`src/rtl/chunked_seq_adder_pkg.sv`:
```
// adder_pkg: shared FSM state encoding and index-width helper for chunked_seq_adder
package adder_pkg;
  typedef enum logic [1:0] {S_IDLE = 2'd0, S_RUN = 2'd1, S_DONE = 2'd2} state_t;
  function automatic int idx_w(input int n);
    return (n > 1) ? $clog2(n) : 1;
  endfunction
endpackage

```
`src/rtl/chunked_seq_adder_csa.sv`:
```
// carry_select_adder: N-bit slice, low half ripples, high half pre-computed for both carries
//   a, b : N-bit operands   cin : carry in   sum : N-bit result   cout : carry out
module carry_select_adder #(
  parameter int N = 8
) (
  input  logic [N-1:0] a,
  input  logic [N-1:0] b,
  input  logic         cin,
  output logic [N-1:0] sum,
  output logic         cout
);
  if (N < 2) begin : g_bit
    assign {cout, sum} = {1'b0, a} + {1'b0, b} + {{N{1'b0}}, cin};
  end else begin : g_sel
    localparam int L = N / 2;
    localparam int H = N - L;
    logic [L:0] lo;
    logic [H:0] hi0, hi1;
    assign lo  = {1'b0, a[L-1:0]} + {1'b0, b[L-1:0]} + {{L{1'b0}}, cin};
    assign hi0 = {1'b0, a[N-1:L]} + {1'b0, b[N-1:L]};
    assign hi1 = {1'b0, a[N-1:L]} + {1'b0, b[N-1:L]} + {{H{1'b0}}, 1'b1};
    assign {cout, sum} = lo[L] ? {hi1, lo[L-1:0]} : {hi0, lo[L-1:0]};
  end
endmodule

```
`src/rtl/chunked_seq_adder.sv`:
```
// chunked_seq_adder: W-bit add performed one CHUNK_W slice per cycle through one slice adder
//   in_valid/in_ready : operand handshake (a, b, cin), accepted only in IDLE
//   out_valid/out_ready : result handshake (sum, cout), result held until taken
//   busy : high while an operation is in flight or awaiting handoff
module chunked_seq_adder
  import adder_pkg::*;
#(
  parameter int CHUNK_W    = 8,
  parameter int NUM_CHUNKS = 4
) (
  input  logic                          clk,
  input  logic                          rst,
  input  logic                          in_valid,
  output logic                          in_ready,
  input  logic [CHUNK_W*NUM_CHUNKS-1:0] a,
  input  logic [CHUNK_W*NUM_CHUNKS-1:0] b,
  input  logic                          cin,
  output logic                          out_valid,
  input  logic                          out_ready,
  output logic [CHUNK_W*NUM_CHUNKS-1:0] sum,
  output logic                          cout,
  output logic                          busy
);
  localparam int W     = CHUNK_W * NUM_CHUNKS;
  localparam int IDX_W = idx_w(NUM_CHUNKS);
  state_t             state_q, state_d;
  logic [W-1:0]       a_q, a_d, b_q, b_d, sum_q, sum_d;
  logic               carry_q, carry_d, cout_q, cout_d;
  logic [IDX_W-1:0]   idx_q, idx_d;
  logic [CHUNK_W-1:0] s_sum;
  logic               s_cout, last;
  carry_select_adder #(.N(CHUNK_W)) u_slice (
    .a   (a_q[idx_q*CHUNK_W +: CHUNK_W]),
    .b   (b_q[idx_q*CHUNK_W +: CHUNK_W]),
    .cin (carry_q),
    .sum (s_sum),
    .cout(s_cout)
  );
  assign last      = idx_q == IDX_W'(NUM_CHUNKS - 1);
  assign in_ready  = state_q == S_IDLE;
  assign out_valid = state_q == S_DONE;
  assign busy      = !in_ready;
  assign sum       = sum_q;
  assign cout      = cout_q;
  always_comb begin
    state_d = state_q;
    a_d     = a_q;
    b_d     = b_q;
    carry_d = carry_q;
    idx_d   = idx_q;
    sum_d   = sum_q;
    cout_d  = cout_q;
    if (state_q == S_IDLE && in_valid) begin
      a_d     = a;
      b_d     = b;
      carry_d = cin;
      idx_d   = '0;
      state_d = S_RUN;
    end
    if (state_q == S_RUN) begin
      sum_d[idx_q*CHUNK_W +: CHUNK_W] = s_sum;
      carry_d = s_cout;
      // wrapping to 0 on the last slice also keeps idx pinned at 0 when NUM_CHUNKS=1
      idx_d   = last ? '0 : idx_q + 1'b1;
      cout_d  = last ? s_cout : cout_q;
      state_d = last ? S_DONE : S_RUN;
    end
    if (state_q == S_DONE && out_ready) state_d = S_IDLE;
  end
  always_ff @(posedge clk) begin
    if (rst) begin
      state_q <= S_IDLE;
      a_q     <= '0;
      b_q     <= '0;
      carry_q <= 1'b0;
      idx_q   <= '0;
      sum_q   <= '0;
      cout_q  <= 1'b0;
    end else begin
      state_q <= state_d;
      a_q     <= a_d;
      b_q     <= b_d;
      carry_q <= carry_d;
      idx_q   <= idx_d;
      sum_q   <= sum_d;
      cout_q  <= cout_d;
    end
  end
endmodule

```
`config.mk`:
```
export PLATFORM = sky130hd
export DESIGN_NAME = chunked_seq_adder
export DESIGN_NICKNAME = d
export VERILOG_FILES = /design/src/rtl/chunked_seq_adder_pkg.sv /design/src/rtl/chunked_seq_adder_csa.sv /design/src/rtl/chunked_seq_adder.sv
export SDC_FILE = /design/constraint.sdc
export NUM_CORES = 1
export LEC_CHECK = 0
export CAP_MARGIN = 30
export CORE_MARGIN = 2
export CORE_UTILIZATION = 43
export DETAILED_ROUTE_END_ITERATION = 10
export PLACE_DENSITY = 0.72
export SETUP_SLACK_MARGIN = 0.3
export SYNTH_ARGS = -nofsm -noshare
export SYNTH_HDL_FRONTEND = slang
export SYNTH_HIERARCHICAL = 1
export SYNTH_SLANG_ARGS = --single-unit
export TNS_END_PERCENT = 30
```
`constraint.sdc`:
```
create_clock -name clk -period 3.62 [get_ports clk]
set_clock_uncertainty 0.05 [all_clocks]
set_input_delay 1.086 -clock clk [delete_from_list [all_inputs] [get_ports clk]]
set_output_delay 1.086 -clock clk [all_outputs]
set_load 0.1 [all_outputs]
```
==> flow_summary_export.csv <==
group,metric,value,unit
hold_path,hp-class,"reg2reg",
critical_path,cp.required,3.81,ns
synthesis,yosysWarnings,6,
sta,maxSlewHeadroom,45.9,%
grt,grt_pass1_vias,3683,
synthesis,yosysTopAreaCellShare,45.7,%
clock_network,cts_tree,"yes",
synthesis,syn_nets,575,
synthesis,yosysTopAreaCell,"dfxtp_1",
grt,grt_util_met2,33.0,%
cells_and_area,mostFrequentLayoutCells,"nand2_1, dfxtp_1, a21oi_1, clkdlybuf4s50_1, buf_4",
cells_and_area,area_growth,27.0,%
power,peakVddDrop,0.248,mV
critical_path,critPathCaptureType,"flop",
clock_network,cts-hold-fix-buffers,0,
sta,period_share,85.0,%
synthesis,yosys-top-cells-area,"dfxtp_1, nand2_1, a21oi_1",
power,power_density,428,nW/um^2
route,num_vias,3701,
sta,slew_viol_final,0,
clock_network,numCtsBuffers,9,
critical_path,path_max_fanout,24,
synthesis,syn_inst,489,
cells_and_area,final_common_cell,"nand2_1",
cells_and_area,diodes,0,
critical_path,crit_family,"adder cells",
critical_path,worstPathArrival,3.27,ns
route,post-route-drc-count,0,
die,rows,37,
sta,hold_viol,0,
route,viasPerCell,5.16,
clock_network,cts_max_level,3,
critical_path,path_cells,"buf_12, mux4_2, ha_1, inv_1, fa_1, inv_1, ha_1, nand2_1, nor4b_2, xnor2_1, nand2b_1, a21oi_1, nor3_1",
grt,antenna_found_initial,0,
cells_and_area,seq_area,2040,um^2
synthesis,synth-seq-area-share,45.7,%
clock_network,cts.clk_slew.worst_paths,0.10,ns
critical_path,critical_path_class,"reg2reg",
clock_network,cts_sinks,102,
die,die_h,106,um
sta,rsz0062_at_grt,"false",
status,status,"complete, no violations",
grt,grt_max_degree,66,
die,start_util,43.9,%
sta,setup_tns,0,ns
die,die_w,106,um
die,die-area,11200,um^2
grt,top_usage_layer,"met2",
critical_path,path_buf_inv,3,
cells_and_area,drive_gt1_share,14.6,%
synthesis,synthDistinctLibCells,43,
route,routed_wl,10600,um
placement,dp_hpwl,7870,um
grt,use_met1,25.1,%
route,routed_wire_length_per_instance,14.8,um
critical_path,crit_path_top_delay_cell,"mux4_2",
synthesis,ys_ff_latch,102,
flow_run,max-cap-violations,0,
clock_network,cts-root-buf,"clkbuf_8",
placement,portBuffers,104,
placement,placedCellCount,701,
cells_and_area,multi_input_area,2170,um^2
cells_and_area,num-fill-cells,919,
placement,place_congestion,0.865,
synthesis,postSynthAreaPerCell,9.14,um^2
grt,grt_pass1_wl,17600,um
power,leakagePower,2.24,nW
cells_and_area,instances_no_fill,717,
clock_network,cts_buffer_depth,2,
grt,grtUsageTotal,19.6,%
route,final_antenna_net_count,0,
sta,fmax,325,MHz
grt,grt_overflow_total,0,
die,ios,105,
sta,tightest_slew,0.811,ns
sta,finalSetupViolations,0,
sta,whs,0.410,ns
grt,use_met3,4.11,%
power,p_total,2.43,mW
clock_network,clkLatencyLatePin,0.36,ns
synthesis,syn_area,4470,um^2
die,core,10200,um^2
route,drt_pass1_iterations,4,
route,first_iter_violations,134,
cells_and_area,nets,662,
critical_path,slowest_delay,0.55,ns
critical_path,crit_path_start_kind,"flop",
sta,min_period,3.08,ns
sequential cells by signal, indices dropped and copies added (netlist names):
| name | cells |
|---|---|
| a_q | 32 |
| idx_q | 2 |
| state_q | 2 |
| carry_q | 1 |
| cout | 1 |
| sum | 32 |
| b_q | 32 |
per-layer routing:
layer | share of wire, % | vias up
met3 | 6.6 | 15
met2 | 48 | 138
met4 | 1.3 | 0
met1 | 44 | 1709
met5 | 0 | -
li1 | - | 1839
logic make-up after synthesis:
logic type | Yosys count | synth area share, %
XOR/XNOR | 7 | 1.37
AND/OR/NAND/NOR | 179 | 18.1
adder cells (fa/ha/maj) | 17 | 5.26
AO/OA/AOI/OAI | 115 | 15.2
buffers and inverters | 52 | 6.10
multiplexers | 17 | 8.29
flip-flops | 102 | 45.7
cell usage after synthesis (all sizes together):
cell type / count
and3b: 1
a21oi: 84
and3: 2
nand2: 140
dfxtp: 102
ha: 14
nor4b: 3
o21bai: 1
nand2b: 2
fa: 3
nor2: 7
and4bb: 1
nor2b: 3
a21o: 2
nand3: 9
mux2i: 1
nand4: 1
clkbuf: 7
nand3b: 2
xnor2: 6
nor3: 1
a22o: 24
nor4bb: 1
o21ai: 3
and4: 2
a22oi: 1
xor2: 1
buf: 26
or2: 1
inv: 19
nor3b: 1
mux4: 16
or3b: 2
power breakdown:
part / switching (mW) / internal, mW / leakage (nW)
clock: 0.415 / 0.400 / 0.116
combinational: 0.232 / 0.177 / 1.29
sequential: 0.0337 / 1.17 / 0.833
area by class of cell:
class,count,share of cell area (%)
repair buffers,109,17.5
well taps,136,3.00
inverters,19,1.26
clock inverters,7,1.81
multi-input cells,335,38.2
clock buffers,9,2.18
flip-flops and latches,102,36.0
worst paths after layout:
kind	cells past startpoint	endpoint	slack (ns)	from
setup / recovery	13	carry_q$_SDFFE_PP0P_	0.54	idx_q[0]$_SDFFE_PP0P_
hold / removal	2	b_q[15]$_SDFFE_PP0P_	0.41	b_q[15]$_SDFFE_PP0P_
setup reg to reg	13	carry_q$_SDFFE_PP0P_	0.54	idx_q[0]$_SDFFE_PP0P_
hold reg to reg	2	b_q[15]$_SDFFE_PP0P_	0.41	b_q[15]$_SDFFE_PP0P_
worst register-to-register path, stage by stage, from the launching register on:
cell and delay (ns):
dfxtp_1 0.37, buf_12 0.20, mux4_2 0.56, ha_1 0.22, inv_1 0.07, fa_1 0.43
inv_1 0.10, ha_1 0.17, nand2_1 0.07, nor4b_2 0.25, xnor2_1 0.12, nand2b_1 0.15
a21oi_1 0.15, nor3_1 0.06
stage by stage:
stage	util [%]	worst slack, ns	area [um^2]
CTS	55.6	0.452	5670
global placement	53.4	0.591	5440
detailed placement	53.4	0.459	5440
floorplan	-	0.537	4470
finish	55.7	0.544	5680
global route	55.7	0.316	5680
timing repair:
action	4_1_cts	5_1_grt
setup buffers	0	0
setup endpoints to repair	0	2
gates resized for setup	0	2
Note: power is estimated with default switching activity, not from simulation.
